`src/rtl/mat_sq_seq_if.sv`:
```
// Load/result handshake bundle for mat_sq_seq: element stream in, result stream out,
// plus job control and status. The design sits on the slave side.
interface mat_sq_seq_if #(
  parameter int DATA_W = 26
);
  logic              start;
  logic              mode_sq;
  logic              in_valid;
  logic              in_ready;
  logic [DATA_W-1:0] in_data;
  logic              out_valid;
  logic              out_ready;
  logic [DATA_W-1:0] out_data;
  logic              busy;
  logic              done;
  logic              ovf;

  modport slave (
    input  start, mode_sq, in_valid, in_data, out_ready,
    output in_ready, out_valid, out_data, busy, done, ovf
  );

  modport master (
    output start, mode_sq, in_valid, in_data, out_ready,
    input  in_ready, out_valid, out_data, busy, done, ovf
  );
endinterface

```
`src/rtl/mat_sq_seq.sv`:
```
// Sequential NxN fixed-point matrix product (A*A or A*B), one MAC per cycle, N cycles per result,
// results held under out_ready backpressure. Define MAT_SQ_SAT_EN to saturate results and flag ovf.
module mat_sq_seq #(
  parameter int N      = 4,
  parameter int DATA_W = 26,
  parameter int FRAC_W = 13
) (
  input  logic          clk_mul,
  input  logic          rst_mul,
  mat_sq_seq_if.slave   bus
);

  localparam int IW    = $clog2(N);
  localparam int NN    = N * N;
  localparam int AW    = $clog2(NN);
  localparam int LW    = $clog2(2 * NN);
  localparam int PW    = 2 * DATA_W;
  localparam int ACC_W = PW + $clog2(N);
  localparam int HI_W  = ACC_W - FRAC_W - DATA_W + 1;

  typedef enum logic [1:0] {IDLE, LOAD, MAC, HOLD} state_e;

  state_e                    state_q, state_d;
  logic                      mode_q, mode_d;
  logic [LW-1:0]             ld_q, ld_d;
  logic [IW-1:0]             row_q, row_d;
  logic [IW-1:0]             col_q, col_d;
  logic [IW-1:0]             k_q, k_d;
  logic signed [ACC_W-1:0]   acc_q, acc_d;
  logic [DATA_W-1:0]         out_q, out_d;
  logic                      done_q, done_d;

  logic signed [DATA_W-1:0]  a_mem [NN];
  logic signed [DATA_W-1:0]  b_mem [NN];

  logic [LW-1:0]             ld_last;
  logic [AW-1:0]             b_wr;
  logic [AW-1:0]             a_addr, b_addr;
  logic signed [DATA_W-1:0]  a_op, b_op;
  logic signed [PW-1:0]      prod;
  logic signed [ACC_W-1:0]   acc_base, acc_sum;
  logic                      k_last;
  logic                      last_idx_col, last_idx_row;
  logic [DATA_W-1:0]         res;

  assign ld_last = mode_q ? LW'(NN - 1) : LW'(2 * NN - 1);
  assign b_wr    = AW'(ld_q - LW'(NN));

  // Operand buffers carry no reset so an aborted job leaves them intact.
  always_ff @(posedge clk_mul) begin
    if (!rst_mul && state_q == LOAD && bus.in_valid) begin
      if (ld_q < LW'(NN)) begin
        a_mem[ld_q[AW-1:0]] <= bus.in_data;
      end else begin
        b_mem[b_wr] <= bus.in_data;
      end
    end
  end

  assign a_addr = AW'(row_q) * AW'(N) + AW'(k_q);
  assign b_addr = AW'(k_q) * AW'(N) + AW'(col_q);
  assign a_op   = a_mem[a_addr];
  assign b_op   = mode_q ? a_mem[b_addr] : b_mem[b_addr];
  assign prod   = a_op * b_op;

  assign k_last       = (k_q == IW'(N - 1));
  assign last_idx_col = (col_q == IW'(N - 1));
  assign last_idx_row = (row_q == IW'(N - 1));

  assign acc_base = (k_q == '0) ? '0 : acc_q;
  assign acc_sum  = acc_base + {{(ACC_W - PW){prod[PW-1]}}, prod};

`ifdef MAT_SQ_SAT_EN
  logic sat_hit;
  logic ovf_q, ovf_d;

  // Result fits only when every bit above the kept window matches its sign bit.
  always_comb begin
    res     = acc_sum[FRAC_W+DATA_W-1:FRAC_W];
    sat_hit = 1'b0;
    if (acc_sum[ACC_W-1:FRAC_W+DATA_W-1] != {HI_W{acc_sum[ACC_W-1]}}) begin
      sat_hit = 1'b1;
      res     = acc_sum[ACC_W-1] ? {1'b1, {(DATA_W-1){1'b0}}}
                                 : {1'b0, {(DATA_W-1){1'b1}}};
    end
  end

  always_comb begin
    ovf_d = ovf_q;
    if (state_q == IDLE && bus.start) begin
      ovf_d = 1'b0;
    end else if (state_q == MAC && k_last && sat_hit) begin
      ovf_d = 1'b1;
    end
  end

  always_ff @(posedge clk_mul) begin
    if (rst_mul) begin
      ovf_q <= 1'b0;
    end else begin
      ovf_q <= ovf_d;
    end
  end

  assign bus.ovf = ovf_q;
`else
  assign res     = acc_sum[FRAC_W+DATA_W-1:FRAC_W];
  assign bus.ovf = 1'b0;
`endif

  always_comb begin
    state_d = state_q;
    mode_d  = mode_q;
    ld_d    = ld_q;
    row_d   = row_q;
    col_d   = col_q;
    k_d     = k_q;
    acc_d   = acc_q;
    out_d   = out_q;
    done_d  = 1'b0;
    unique case (state_q)
      IDLE: begin
        if (bus.start) begin
          state_d = LOAD;
          mode_d  = bus.mode_sq;
          ld_d    = '0;
          row_d   = '0;
          col_d   = '0;
          k_d     = '0;
        end
      end
      LOAD: begin
        if (bus.in_valid) begin
          if (ld_q == ld_last) begin
            state_d = MAC;
            ld_d    = '0;
          end else begin
            ld_d = ld_q + 1'b1;
          end
        end
      end
      MAC: begin
        acc_d = acc_sum;
        if (k_last) begin
          k_d     = '0;
          out_d   = res;
          state_d = HOLD;
        end else begin
          k_d = k_q + 1'b1;
        end
      end
      HOLD: begin
        if (bus.out_ready) begin
          state_d = MAC;
          if (last_idx_col) begin
            col_d = '0;
            if (last_idx_row) begin
              row_d   = '0;
              state_d = IDLE;
              done_d  = 1'b1;
            end else begin
              row_d = row_q + 1'b1;
            end
          end else begin
            col_d = col_q + 1'b1;
          end
        end
      end
      default: state_d = IDLE;
    endcase
  end

  always_ff @(posedge clk_mul) begin
    if (rst_mul) begin
      state_q <= IDLE;
      mode_q  <= 1'b0;
      ld_q    <= '0;
      row_q   <= '0;
      col_q   <= '0;
      k_q     <= '0;
      acc_q   <= '0;
      out_q   <= '0;
      done_q  <= 1'b0;
    end else begin
      state_q <= state_d;
      mode_q  <= mode_d;
      ld_q    <= ld_d;
      row_q   <= row_d;
      col_q   <= col_d;
      k_q     <= k_d;
      acc_q   <= acc_d;
      out_q   <= out_d;
      done_q  <= done_d;
    end
  end

  assign bus.in_ready  = (state_q == LOAD);
  assign bus.out_valid = (state_q == HOLD);
  assign bus.busy      = (state_q != IDLE);
  assign bus.done      = done_q;
  assign bus.out_data  = out_q;

endmodule

```
`src/flat_wrapper.sv`:
```
// flat-port wrapper written by rule: the top's interface ports become plain ports
module mat_sq_seq_flat 
#(
  parameter int N      = 4,
  parameter int DATA_W = 26,
  parameter int FRAC_W = 13
)
  (clk_mul, rst_mul, bus_start, bus_mode_sq, bus_in_valid, bus_in_data, bus_out_ready, bus_in_ready, bus_out_valid, bus_out_data, bus_busy, bus_done, bus_ovf);
  mat_sq_seq_if #(.DATA_W(DATA_W)) bus_i ();
  input  logic clk_mul;
  input  logic rst_mul;
  input wire logic [$bits(bus_i.start)-1:0] bus_start;
  input wire logic [$bits(bus_i.mode_sq)-1:0] bus_mode_sq;
  input wire logic [$bits(bus_i.in_valid)-1:0] bus_in_valid;
  input wire logic [$bits(bus_i.in_data)-1:0] bus_in_data;
  input wire logic [$bits(bus_i.out_ready)-1:0] bus_out_ready;
  output wire logic [$bits(bus_i.in_ready)-1:0] bus_in_ready;
  output wire logic [$bits(bus_i.out_valid)-1:0] bus_out_valid;
  output wire logic [$bits(bus_i.out_data)-1:0] bus_out_data;
  output wire logic [$bits(bus_i.busy)-1:0] bus_busy;
  output wire logic [$bits(bus_i.done)-1:0] bus_done;
  output wire logic [$bits(bus_i.ovf)-1:0] bus_ovf;
  assign bus_i.start = bus_start;
  assign bus_i.mode_sq = bus_mode_sq;
  assign bus_i.in_valid = bus_in_valid;
  assign bus_i.in_data = bus_in_data;
  assign bus_i.out_ready = bus_out_ready;
  assign bus_in_ready = bus_i.in_ready;
  assign bus_out_valid = bus_i.out_valid;
  assign bus_out_data = bus_i.out_data;
  assign bus_busy = bus_i.busy;
  assign bus_done = bus_i.done;
  assign bus_ovf = bus_i.ovf;
  mat_sq_seq #(.N(N), .DATA_W(DATA_W), .FRAC_W(FRAC_W)) u_core (.clk_mul(clk_mul), .rst_mul(rst_mul), .bus(bus_i));
endmodule
```
`config.mk`:
```
export PLATFORM = sky130hd
export DESIGN_NAME = mat_sq_seq_flat
export DESIGN_NICKNAME = d
export VERILOG_FILES = /design/src/rtl/mat_sq_seq_if.sv /design/src/rtl/mat_sq_seq.sv /design/src/flat_wrapper.sv
export SDC_FILE = /design/constraint.sdc
export NUM_CORES = 2
export LEC_CHECK = 0
export CAP_MARGIN = 20
export CORE_ASPECT_RATIO = 2
export CORE_UTILIZATION = 35
export DETAILED_ROUTE_END_ITERATION = 6
export PLACE_DENSITY = 0.49
export SETUP_SLACK_MARGIN = 0.15
export SLEW_MARGIN = 40
export SYNTH_ARGS = -nofsm -noshare
export SYNTH_HDL_FRONTEND = slang
export SYNTH_SLANG_ARGS = --single-unit
export TNS_END_PERCENT = 100
```
`constraint.sdc`:
```
create_clock -name clk_mul -period 13.7 [get_ports clk_mul]
set_clock_uncertainty 0.1 [all_clocks]
set_input_delay 3.425 -clock clk_mul [delete_from_list [all_inputs] [get_ports clk_mul]]
set_output_delay 3.425 -clock clk_mul [all_outputs]
set_load 0.1 [all_outputs]
```
==> key figures <==
Worst setup path
  – Type of element capturing the critical path: register
  – Slowest stage cell, crit path: buf_4
  – Worst r2r path cells: 41
  – Data arrival time of the worst path: 12.59 ns
  – CP Capture Point: u_core.acc_q[38]
  – Reg2reg setup slack: 1.65 ns
  – Crit-path max FO: 33
  – Highest cell delay on the worst timing path: 0.63 ns
  – Critical Path Start: u_core.col_q[0]
  – CP Data Required Time: 14.24 ns
  – Crit Reg-Reg Endpoint: u_core.acc_q[38]
  – Startpoint type of the worst setup path: register
  – Cell repeated most along the worst path: fa_1
  – Type of the worst setup path: register to register
  – Worst flop-to-flop path startpoint: u_core.col_q[0]

Die
  – DIE HEIGHT: 585.9 um
  – Total core area: 169500 um^2
  – Top Ports: 63
  – Area of the die: 172300 um^2
  – Std-Cell Rows: 214
  – Starting density of the core: 35.21%
  – Die width: 294.0 um

STA
  – Final worst-path cycle share: 87.95%
  – Number of hold violations in the final report: 0
  – Setup violation total in the final timing report: 0
  – Final Critical Period: 12.05 ns
  – Unrepaired setup endpoints after global routing: no
  – F_max: 83.00 MHz
  – Slew headroom: 36.92%
  – Aggregate negative setup slack: 0 ns
  – Worst Max-Slew Pin Slew: 0.9461 ns
  – Final slew viol count: 0

Synth
  – Most frequent cells after synthesis: edfxtp_1 (832), inv_1 (680), fa_1 (540)
  – Post-Synthesis Cells: 4409
  – Leading post-synthesis cells by cell area: edfxtp_1 (42%), fa_1 (18%), mux4_2 (12%)
  – Number of flops mapped to enable cells by yosys: 832
  – Largest area contributor in the synthesized netlist: edfxtp_1
  – Total number of yosys warnings: 0
  – Most common cell in the synthesized netlist: edfxtp_1
  – Top-area cell type share of the netlist area: 41.87%
  – Most instantiated flip-flop cell in the synthesis netlist: edfxtp_1
  – Share of synthesized registers carrying an async set or reset: 0%
  – Synthesized cell area: 59670 um^2
  – Count of different cell masters after synthesis: 81
  – Register bit total from synthesis: 912
  – Post-Synthesis Net Count: 5160
  – Mean instance size in the synthesized netlist: 13.53 um^2
  – Sequential fraction of the synthesis area: 44.55%

Global routing
  – All-Layer GR Usage: 23.62%
  – Congestion Overflow GR: 0
  – Number of antenna violations at the first check in global routing: 9
  – Largest net degree at the start of global routing: 59
  – Vias in the first global route: 39930
  – Wire length of the first global-routing pass: 285700 um

Route
  – Aggregate routed wire length: 199900 um
  – DR WL/cell: 29.31 um
  – Vias: 36140
  – Residual DRC: 0
  – Post-detailed-route count of antenna-violating nets: 0
  – Number of detailed-route iterations in the first pass: 5
  – Mean number of vias per cell: 5.300
  – Number of DRC violations after detailed-routing iteration 0: 2329

Placement
  – I/O Buffers: 61
  – HPWL after detailed placement: 144300 um
  – RD Place Congestion: 0.9027

Hold path
  – Min-Delay Path Class: register to register
  – Launch point of the worst hold path: u_core.acc_q[8]

Layout
  – Area growth from synthesis to layout: 10.67%
  – Layout net count: 5231
  – Ratio of cells with drive above 1 in the final layout: 16.66%

CTS
  – CTS tree: yes
  – Quantity of hold-fixing buffers added after cts: 0
  – Clock slew seen by the registers of the worst setup and hold paths: 0.07 ns
  – CTS H-tree lvls: 3
  – Setup Buffers After CTS: 0
  – Maximum buffer depth of the clock tree: 3
  – Clock latency at the later pin of the worst-skew pair: 0.71 ns
  – CTS Sinks: 912
  – Num CTS Buffers: 82
  – Post_cts resized: 0
  – CTS Root Buffer Type: clkbuf_16

Flow run
  – # Max-Cap Violations: 0

Run status
  – Outcome: complete, no violations
## stage by stage
stage | instance area, um^2 | setup slack [ns] | hold WS (ns) | cells | util [%]
after global routing | 66040 | 1.004 | 0.3654 | 6819 | 38.96
after global placement | 63470 | 1.448 | 0.3347 | 6664 | 37.45
after detailed placement | 63240 | 1.538 | 0.3428 | 6664 | 37.31
after CTS | 66030 | 1.516 | 0.3519 | 6817 | 38.96
after floorplan | 59670 | 2.552 | 0.3273 | 4409 | -
final | 66040 | 1.651 | 0.3494 | 6820 | 38.97
## worst min-delay path by stage
stage	cells past startpoint	slack [ns]	end
finish	2	0.35	u_core.acc_q[8]
global route	2	0.37	u_core.acc_q[9]
CTS	2	0.35	u_core.acc_q[25]
detailed placement	2	0.34	u_core.acc_q[25]
global placement	2	0.33	u_core.acc_q[3]
floorplan	2	0.33	u_core.acc_q[10]
## worst max-delay path, delay by kind of cell, from the launching register on
kind            cells  cell delay, ns
fa+ha+maj           9            3.94
compound gates     12            2.80
mux                 3            1.66
simple gates        8            1.19
buf+inv             6            1.06
xor+xnor            3            0.62
flops               1            0.56
## layout by cell type (no fill, tap or decap), types with 10 or more instances in the layout
cell         n
mux4_2     324
o21a_1      19
mux2i_1     67
buf_2       54
a211oi_1    12
and3_1      11
bufinv_16   11
buf_4      129
or2_2       17
and2_1      55
a21o_1      34
xor2_1      25
ha_1       178
nand3_1     26
fa_1       540
nor2b_1    108
edfxtp_1   832
mux2_2      23
nor2_4      30
nor3_1      10
clkbuf_16   82
clkinv_1    19
nand2b_1    50
dfxtp_1     74
a21oi_1    118
nor2_1     249
o21ai_0     40
mux4_1      16
a22oi_1     16
clkinv_2    10
inv_1      680
clkbuf_1    19
nand2_1    420
xnor2_1     73
## kinds of logic after synthesis
| group | Yosys count | synth area share, % |
|---|---|---|
| AO/OA/AOI/OAI | 330 | 3.518 |
| XOR/XNOR | 103 | 1.583 |
| adder cells (fa/ha/maj) | 719 | 21.87 |
| buffers and inverters | 895 | 6.198 |
| flip-flops | 912 | 44.55 |
| multiplexers | 437 | 14.64 |
| other | 1 | 0.006284 |
| AND/OR/NAND/NOR | 1012 | 7.636 |
## state kept, by name, indices dropped and copies added (netlist names)
name / cells
u_core.a_mem: 416
u_core.acc_q: 39
u_core.b_mem: 416
u_core.bus.done: 1
u_core.bus.out_data: 26
u_core.col_q: 2
u_core.k_q: 2
u_core.ld_q: 5
u_core.mode_q: 1
u_core.row_q: 2
u_core.state_q: 2
## layer usage
metal	up-vias	wire length [um]	GRT usage [%]
met2	990	114900	47.09
li1	15280	-	-
met4	4	14700	14.99
met3	483	6325	2.239
met5	-	22	0
met1	19380	63900	22.61
## final cells by class
type | instances | area (um^2)
Fill cell | 16010 | 103400
Multi-Input combinational cell | 2602 | 29750
Sequential cell | 912 | 26610
Tap cell | 2268 | 2838
Inverter | 684 | 2572
Clock buffer | 101 | 2123
Timing Repair Buffer | 198 | 1469
Clock inverter | 52 | 671.9
Antenna cell | 3 | 7.507
Power is not shown: default switching activity piles up to over one toggle a cycle in this logic, so the estimate is an artifact.
